<file path="config.mk">
export PLATFORM = sky130hd
export DESIGN_NAME = reg_writeback_queue
export DESIGN_NICKNAME = d
export VERILOG_FILES = /design/src/rtl/reg_writeback_queue.sv
export SDC_FILE = /design/constraint.sdc
export NUM_CORES = 1
export LEC_CHECK = 0
export ABC_AREA = 1
export CAP_MARGIN = 0
export CORE_MARGIN = 2
export CORE_UTILIZATION = 30
export CTS_BUF_LIST = sky130_fd_sc_hd__clkbuf_4 sky130_fd_sc_hd__clkbuf_8 sky130_fd_sc_hd__clkbuf_16
export CTS_CLUSTER_SIZE = 25
export DETAILED_ROUTE_END_ITERATION = 16
export HOLD_SLACK_MARGIN = 0.03
export PLACE_DENSITY = 0.5
export SKIP_CTS_REPAIR_TIMING = 1
export SLEW_MARGIN = 10
export SYNTH_ARGS = -nofsm -noshare
export SYNTH_HDL_FRONTEND = slang
export SYNTH_SLANG_ARGS = --single-unit
</file>
<file path="constraint.sdc">
create_clock -name i_clock -period 3.95 [get_ports i_clock]
set_input_delay 0.79 -clock i_clock [delete_from_list [all_inputs] [get_ports i_clock]]
set_output_delay 0.79 -clock i_clock [all_outputs]
set_load 0.02 [all_outputs]
</file>
<file path="src/rtl/reg_writeback_queue.sv">
// reg_writeback_queue
//   Write-side companion of the 16x16 register file. Buffers ALU and mul/div
//   writeback results in a DEPTH-entry FIFO, issues at most one entry per
//   clock into an output register that drives the register file write ports,
//   and forwards pending (not yet written) results to operand fetch.
//
// Ports
//   i_clock, i_clear          clock, synchronous active-high reset
//   i_req_valid/o_req_ready   push handshake (ready = count < DEPTH)
//   i_req_kind                00 none, 01 port1, 10 port1+port2, 11 port1+R15
//   i_req_a1/a2, d1/d2/d15    destination addresses and data
//   i_rf_hold                 register file busy, inhibits issue
//   o_rf_wa1/wa2, w1/w2/w15   register file write address/data
//   o_rf_dst                  write-enable code (kind encoding), 00 = idle
//   i_fwd_q1/q2               forwarding query addresses
//   o_fwd_hit1/2, o_fwd_d1/2  youngest pending match and its data
//   o_wb_pending              FIFO occupancy
module reg_writeback_queue #(
    parameter int DEPTH = 4,
    parameter int DW    = 16
) (
    input  logic                     i_clock,
    input  logic                     i_clear,
    input  logic                     i_req_valid,
    output logic                     o_req_ready,
    input  logic [1:0]               i_req_kind,
    input  logic [3:0]               i_req_a1,
    input  logic [3:0]               i_req_a2,
    input  logic [DW-1:0]            i_req_d1,
    input  logic [DW-1:0]            i_req_d2,
    input  logic [DW-1:0]            i_req_d15,
    input  logic                     i_rf_hold,
    output logic [3:0]               o_rf_wa1,
    output logic [3:0]               o_rf_wa2,
    output logic [DW-1:0]            o_rf_w1,
    output logic [DW-1:0]            o_rf_w2,
    output logic [DW-1:0]            o_rf_w15,
    output logic [1:0]               o_rf_dst,
    input  logic [3:0]               i_fwd_q1,
    input  logic [3:0]               i_fwd_q2,
    output logic                     o_fwd_hit1,
    output logic                     o_fwd_hit2,
    output logic [DW-1:0]            o_fwd_d1,
    output logic [DW-1:0]            o_fwd_d2,
    output logic [$clog2(DEPTH):0]   o_wb_pending
);
    localparam int PW = $clog2(DEPTH);

    typedef struct packed {
        logic [1:0]    kind;
        logic [3:0]    a1;
        logic [3:0]    a2;
        logic [DW-1:0] d1;
        logic [DW-1:0] d2;
        logic [DW-1:0] d15;
    } entry_t;

    entry_t        r_mem [DEPTH];
    entry_t        r_out;
    logic [PW-1:0] r_rd_ptr;
    logic [PW-1:0] r_wr_ptr;
    logic [PW:0]   r_count;

    entry_t        w_req;
    logic          w_push;
    logic          w_pop;

    assign w_req = '{kind: i_req_kind, a1: i_req_a1, a2: i_req_a2,
                     d1: i_req_d1, d2: i_req_d2, d15: i_req_d15};

    // Ready depends on count only: a full queue refuses even while popping.
    assign o_req_ready = (r_count < (PW+1)'(DEPTH));
    assign w_push      = i_req_valid && o_req_ready && (i_req_kind != 2'b00);
    assign w_pop       = !i_rf_hold && (r_count != '0);

    // Storage needs no reset: only entries below r_count are ever observed.
    always_ff @(posedge i_clock) begin
        if (w_push) begin
            r_mem[r_wr_ptr] <= w_req;
        end
    end

    always_ff @(posedge i_clock) begin
        if (i_clear) begin
            r_rd_ptr <= '0;
            r_wr_ptr <= '0;
            r_count  <= '0;
            r_out    <= '0;
        end else begin
            if (w_push) begin
                r_wr_ptr <= r_wr_ptr + 1'b1;
            end
            // The output register holds an entry for exactly one cycle, the
            // cycle in which the register file writes it.
            if (w_pop) begin
                r_out    <= r_mem[r_rd_ptr];
                r_rd_ptr <= r_rd_ptr + 1'b1;
            end else begin
                r_out    <= '0;
            end
            case ({w_push, w_pop})
                2'b10:   r_count <= r_count + 1'b1;
                2'b01:   r_count <= r_count - 1'b1;
                default: r_count <= r_count;
            endcase
        end
    end

    assign o_rf_dst     = r_out.kind;
    assign o_rf_wa1     = r_out.a1;
    assign o_rf_wa2     = r_out.a2;
    assign o_rf_w1      = r_out.d1;
    assign o_rf_w2      = r_out.d2;
    assign o_rf_w15     = r_out.d15;
    assign o_wb_pending = r_count;

    // Match one entry against a query; returns {hit, data}. Within an entry
    // R15 beats port2 beats port1.
    function automatic logic [DW:0] probe(input entry_t e, input logic [3:0] q);
        logic [DW:0] res;
        res = '0;
        if (e.kind == 2'b11 && q == 4'd15)      res = {1'b1, e.d15};
        else if (e.kind == 2'b10 && e.a2 == q)  res = {1'b1, e.d2};
        else if (e.kind != 2'b00 && e.a1 == q)  res = {1'b1, e.d1};
        return res;
    endfunction

    logic [1:0][3:0]    w_q;
    logic [1:0]         w_hit;
    logic [1:0][DW-1:0] w_fd;

    assign w_q        = {i_fwd_q2, i_fwd_q1};
    assign o_fwd_hit1 = w_hit[0];
    assign o_fwd_hit2 = w_hit[1];
    assign o_fwd_d1   = w_fd[0];
    assign o_fwd_d2   = w_fd[1];

    // Scan oldest (output register) to youngest FIFO entry; later matches
    // override earlier ones so the youngest pending write wins.
    for (genvar p = 0; p < 2; p++) begin : g_fwd
        logic [DW:0] w_pr;
        always_comb begin
            w_hit[p] = 1'b0;
            w_fd[p]  = '0;
            w_pr     = probe(r_out, w_q[p]);
            if (w_pr[DW]) begin
                w_hit[p] = 1'b1;
                w_fd[p]  = w_pr[DW-1:0];
            end
            for (int i = 0; i < DEPTH; i++) begin
                if ((PW+1)'(i) < r_count) begin
                    w_pr = probe(r_mem[r_rd_ptr + PW'(i)], w_q[p]);
                    if (w_pr[DW]) begin
                        w_hit[p] = 1'b1;
                        w_fd[p]  = w_pr[DW-1:0];
                    end
                end
            end
        end
    end
endmodule

</file>
==> run metrics, run 1 <==
run status finished, violations left; violated checks negative setup slack; least setup slack across all paths after layout -0.238 ns; Max Clock Freq 0.239 GHz; largest vdd supply drop 406 uV; unrepaired setup endpoints after global routing true; Chip Width 279 um; kind of launch point of the worst setup path flop; sequential fraction of design power 17.8%; count of routing violations after the opening detailed-route iteration 3109; Hold Crit Start r_wr_ptr[1]; hold worst-path end r_wr_ptr[1]; Final period util 106%; number of global-route vias before repair 23.5k; overall global routing resource usage 27.8%; wire length of the first global-routing pass 160 mm; Boundary Pins 166; top cell family by delay on the critical path simple AND/OR/NAND/NOR gates; cts bufs inserted 37; number of port buffers 165; clock latency at the later pin of the worst-skew pair 0.58 ns; logic gate share of total power 65.3%; startpoint of the worst-slack reg-to-reg timing path o_wb_pending[2]; synthesized netlist net count 3670; P_sw 0.0110 W; Net Sw Frac 49.5%; crit-path most repeated cell nand2_1; number of instances on the worst hold path 2; fraction of layout instances using a drive strength above 1 21.4%; YS warnings 0; Total Die Area 78100 um^2; path class of the lowest-slack min-delay path reg2reg; crit path cell chain inv_8, buf_8, nand2_1, nand3_2, buf_6, nand3_1, nand2_1, nor2_1, nand3b_1, buf_12, clkbuf_16, or2_2, nand3_1, nand2_1, nand2_1, nand2_1, a21oi_2, buf_4; final routed wire length divided by cell count 22.7 um; headroom to the max-slew limit 42.6%; count of H-tree levels built during CTS 2; post-synthesis cell count 3591; Setup crit end kind output pin; Total Wirelength 115 mm; placed wire-length estimate 87.1 mm; Internal Dissipation 0.0112 W; Clock Sink Count 299; number of iterations in the first detailed-routing pass 6; WP data arrival 3.40 ns; number of register bits inferred by synthesis 299; distinct cell type count of the synthesized netlist 40; final weighted congestion in routability-driven placement 1.02; DRC violations left 0; instance area at placement 28600 um^2; buffers plus inverters on the worst setup path 6; setup-violating endpoint count in the final report 34; R2R depth 5; CTS root buf clkbuf_16; endpoint of the worst-slack reg-to-reg timing path r_mem[0][45]; core area 75600 um^2; count of nets left with antenna violations after detail routing 0; overflow left after global routing 0; data required time of the worst path 3.16 ns; clock skew after layout 0.0172 ns; transition time at the pin with the least slew margin 0.861 ns; post-route minimum period 4.19 ns; final count of hold timing violations 0; TritonCTS clock tree done; Clock power frac 16.9%; class of the most critical setup path reg2out; row count 101; Worst Path Max Fanout 8; largest net degree at the start of global routing 94; via/cell ratio 5.26; R2R setup slack 1.68 ns; floorplan die height 279 um; setup slack after placement -1.02 ns; sequential fraction of the synthesis area 36.5%; P per Cell Area 693 nW/um^2; Max Cap Violations 0; PnR Total Power 0.0222 W; biggest cell delay along the critical path 0.47 ns; Slew Limit Fails 0; post-synthesis to final-layout area growth 40.8%; clock buffer depth 3; average cell area after synthesis 6.34 um^2; number of antenna violations at the first check in global routing 4; static leakage 14.2 nW; count of nets after finishing 4146; final total negative setup slack -5.19 ns; initial core utilization 30.1%; number of vias in the routed layout 26.7k; area of the mapped netlist 22800 um^2; clock slew at the register clock pins of the worst setup and hold paths 0.06 ns; cell type of the slowest stage on the worst timing path dfxtp_4; final standard cell area without fillers 32100 um^2
[power by group through the flow]
stage / clock, W / sequential [W] / combinational [W]
final: 0.00375 / 0.00395 / 0.0145
after global routing: 0.00393 / 0.00398 / 0.0152
after CTS: 0.00382 / 0.00392 / 0.0127
after detailed placement: 0 / 0.00399 / 0.0126
after global placement: 0 / 0.00399 / 0.0127
after floorplan: 0 / 0.00404 / 0.00571
[per-layer routing]
layer  part of all wire [%]  global-route usage (%)  vias to the layer above
met5                  0.018                       0                        -
met4                    3.7                    8.45                        4
met3                    9.0                    5.06                      187
met2                     44                    43.7                     1224
met1                     43                    38.8                    12600
li1                       -                       -                    12700
[tightest hold or removal path: stages, from the launching register on]
cell and delay (ns):
dfxtp_1 0.33, inv_1 0.10, a21oi_1 0.07
[cell usage after synthesis (all sizes together)]
cell type,n,area share (%)
dfxtp,67,5.9
o21bai,1,0.033
o211ai,24,0.79
o21ai,308,6.8
a22oi,38,1.3
edfxtp,232,31
nor2,568,9.6
xor2,21,0.84
buf,70,1.7
clkinv,7,0.12
a21oi,137,3.0
inv,306,5.0
and2,1,0.028
nor3,10,0.26
nand3b,2,0.066
o22ai,37,1.0
nand4,37,1.0
o211a,1,0.044
a32oi,19,0.73
ha,9,0.49
nand3,356,8.0
nand2,1159,19
clkbuf,148,2.4
a221oi,16,0.62
or2,17,0.47
[logic make-up (layout without fill, tap and decap cells)]
logic type / count (synthesis) / in the layout / share of synthesized area (%)
buffers and inverters: 531 / 1036 / 9.26
AND/OR/NAND/NOR: 2150 / 2150 / 38.6
other: 0 / 1 / 0
flip-flops: 299 / 299 / 36.5
AO/OA/AOI/OAI: 581 / 581 / 14.3
adder cells (fa/ha/maj): 9 / 9 / 0.495
XOR/XNOR: 21 / 21 / 0.841
[worst max path at each step]
stage,end,cells after the start
floorplan,r_mem[0][0],3
global placement,o_fwd_d1[0],19
detailed placement,o_fwd_d1[1],19
CTS,o_fwd_d2[14],18
global route,o_fwd_d2[1],20
finish,o_fwd_d2[13],18
[cells in the final DEF (no fill, tap or decap), types with 37 or more instances in the layout]
| cell type | synthesis | final |
|---|---|---|
| nor2_2 | 7 | 37 |
| nor2_1 | 557 | 512 |
| o22ai_1 | 37 | 37 |
| clkdlybuf4s50_1 | 0 | 126 |
| nand3_1 | 349 | 317 |
| o21ai_0 | 302 | 300 |
| a21oi_1 | 136 | 93 |
| buf_12 | 0 | 57 |
| a22oi_1 | 38 | 37 |
| nand4_1 | 37 | 37 |
| dfxtp_1 | 67 | 63 |
| inv_1 | 294 | 286 |
| nand2_1 | 1152 | 1069 |
| edfxtp_1 | 232 | 232 |
| buf_6 | 6 | 48 |
| nand2_2 | 6 | 69 |
| clkbuf_16 | 0 | 51 |
| buf_4 | 5 | 398 |
[cell type report]
cell class | count | area [um^2]
Tap cell | 978 | 1220
Timing Repair inverter | 1 | 6.26
Timing Repair Buffer | 654 | 6430
Fill cell | 7845 | 43500
Antenna cell | 1 | 2.50
Sequential cell | 299 | 8320
Multi-Input combinational cell | 2761 | 13500
Inverter | 313 | 1210
Clock buffer | 44 | 1010
Clock inverter | 24 | 322
[per-stage QoR]
step	utilization [%]	instances	hold slack [ns]
after floorplan	-	3591	0.490
after global placement	37.9	4960	0.524
after detailed placement	37.9	4960	0.534
after CTS	39.7	5028	0.543
after global routing	42.4	5074	0.574
final	42.4	5075	0.546
[sequential cells by signal (all words and copies together) (netlist names), named ones only]
signal,flops
o_rf_dst,2
o_rf_w1,16
o_rf_w15,16
o_rf_w2,16
o_rf_wa1,4
o_rf_wa2,4
o_wb_pending,3
r_mem,232
r_rd_ptr,2
r_wr_ptr,2
(Power assumes the default switching activity.)
==> run 2, diff against run 1 <==
--- a/config.mk
+++ b/config.mk
@@ -7,6 +7,7 @@
 export LEC_CHECK = 0
 export ABC_AREA = 1
 export CAP_MARGIN = 0
+export CORE_ASPECT_RATIO = 1.25
 export CORE_MARGIN = 2
 export CORE_UTILIZATION = 30
 export CTS_BUF_LIST = sky130_fd_sc_hd__clkbuf_4 sky130_fd_sc_hd__clkbuf_8 sky130_fd_sc_hd__clkbuf_16
==> run 2 against run 1 <==
Sequential cell count did not move; global-route usage fell by 0.62 points; setup slack got worse by 0.041 ns; clock skew rose by 0.0029 ns; the run still ends with negative setup slack left.
==> run metrics, run 2 (synthesis gave the netlist of run 1 again) <==
startpoint of the worst-slack reg-to-reg timing path o_wb_pending[2]; placed wire-length estimate 86.2 mm; overflow left after global routing 0; commonest cells after routing, fill and taps aside 1076 x nand2_1, 504 x nor2_1, 441 x buf_4; core area 74800 um^2; TritonCTS clock tree done; row count 112; Max Clock Freq 0.236 GHz; clock buffer depth 3; Setup crit end kind output pin; worst-case hold slack 0.531 ns; least setup slack across all paths after layout -0.279 ns; PnR Total Power 0.0211 W; Max Cap Violations 0; biggest cell delay along the critical path 0.49 ns; number of vias in the routed layout 26.7k; count of routing violations after the opening detailed-route iteration 2999; final total negative setup slack -6.72 ns; count of nets after finishing 4171; Boundary Pins 166; unrepaired setup endpoints after global routing true; instance area at placement 28900 um^2; crit path cell chain buf_6, nor2_2, buf_6, a21oi_4, nand3_2, nand3_2, a21oi_1, buf_4, nand2_4, nand3_4, and2_4, buf_6, buf_4, nor2_2, nand2_2, a21oi_2, buf_4, buf_4; number of port buffers 165; final standard cell area without fillers 31600 um^2; class of the most critical setup path reg2out; count of nets left with antenna violations after detail routing 0; number of iterations in the first detailed-routing pass 7; clock slew at the register clock pins of the worst setup and hold paths 0.06 ns; Slew Limit Fails 0; data required time of the worst path 3.16 ns; run status finished, violations left; crit-path most repeated cell buf_4; Total Wirelength 114 mm; Final period util 107%; violated checks negative setup slack; leading cell type in the layout, fill and taps excluded nand2_1; clock skew after layout 0.0201 ns; P per Cell Area 669 nW/um^2; cell type of the slowest stage on the worst timing path dfxtp_4; Worst Path Max Fanout 7; FILL cells 7833; DRC violations left 0; launching instance or port of the critical path r_rd_ptr[0]; number of global-route vias before repair 24.1k; initial core utilization 30.4%; Hold Crit Start r_wr_ptr[1]; setup-violating endpoint count in the final report 34; final weighted congestion in routability-driven placement 1.04; post-route minimum period 4.23 ns; flip-flop count of the largest register after layout 232; floorplan die height 312 um; cts bufs inserted 31; static leakage 14.2 nW; clock latency at the later pin of the worst-skew pair 0.64 ns; kind of launch point of the worst setup path flop; transition time at the pin with the least slew margin 0.724 ns; headroom to the max-slew limit 51.8%; Most flops, register r_mem; via/cell ratio 5.26; WP data arrival 3.44 ns; Clock Sink Count 299; Chip Width 250 um; count of H-tree levels built during CTS 1; largest vdd supply drop 449 uV; Total Die Area 78100 um^2; overall global routing resource usage 27.2%; final count of hold timing violations 0; CTS root buf clkbuf_16; path class of the lowest-slack min-delay path reg2reg; number of antenna violations at the first check in global routing 0; final routed wire length divided by cell count 22.3 um; post-synthesis to final-layout area growth 38.8%; largest net degree at the start of global routing 106; wire length of the first global-routing pass 160 mm; fraction of layout instances using a drive strength above 1 21.5%
run 2: critical path: cells and delay by family (launching register included):
family	cells	cell delay, ns
compound gates	3	0.40
buf+inv	7	1.07
flops	1	0.49
simple gates	8	0.87
run 2: final timing paths:
path	slack [ns]	depth (start not counted)	endpoint
hold reg to reg	0.53	2	r_wr_ptr[1]
hold / removal	0.53	2	r_wr_ptr[1]
setup reg to reg	1.68	5	r_mem[1][49]
setup / recovery	-0.28	18	o_fwd_d2[13]
run 2: power by group:
part / switching [W] / leakage, nW / total, W / internal [W]
logic: 0.00904 / 11.0 / 0.0142 / 0.00518
clock network: 0.00130 / 0.491 / 0.00295 / 0.00166
registers: 0.000253 / 2.67 / 0.00395 / 0.00370
run 2: final cells by class:
class | instances | area, um^2 | share of cell area, %
multi-input cells | 2764 | 13400 | 42.3
diodes | 1 | 2.50 | 0.00792
well taps | 969 | 1210 | 3.84
flip-flops and latches | 299 | 8320 | 26.4
repair buffers | 683 | 6460 | 20.5
clock buffers | 41 | 851 | 2.69
inverters | 313 | 1200 | 3.80
clock inverters | 16 | 164 | 0.519
run 2: per-stage QoR:
step / util (%) / setup slack [ns] / cells
after global placement: 38.6 / -0.910 / 4982
after global routing: 42.2 / -0.395 / 5085
after detailed placement: 38.6 / -0.915 / 4982
after floorplan: - / -0.0865 / 3591
after CTS: 40.0 / -1.10 / 5039
final: 42.2 / -0.279 / 5086
run 2: layer usage:
layer	wire, um	global-route usage (%)	share of wire, %
met1	46500	35.5	41
met4	5020	9.92	4.4
met2	52500	45.6	46
met3	9490	3.91	8.4
met5	0	0	0
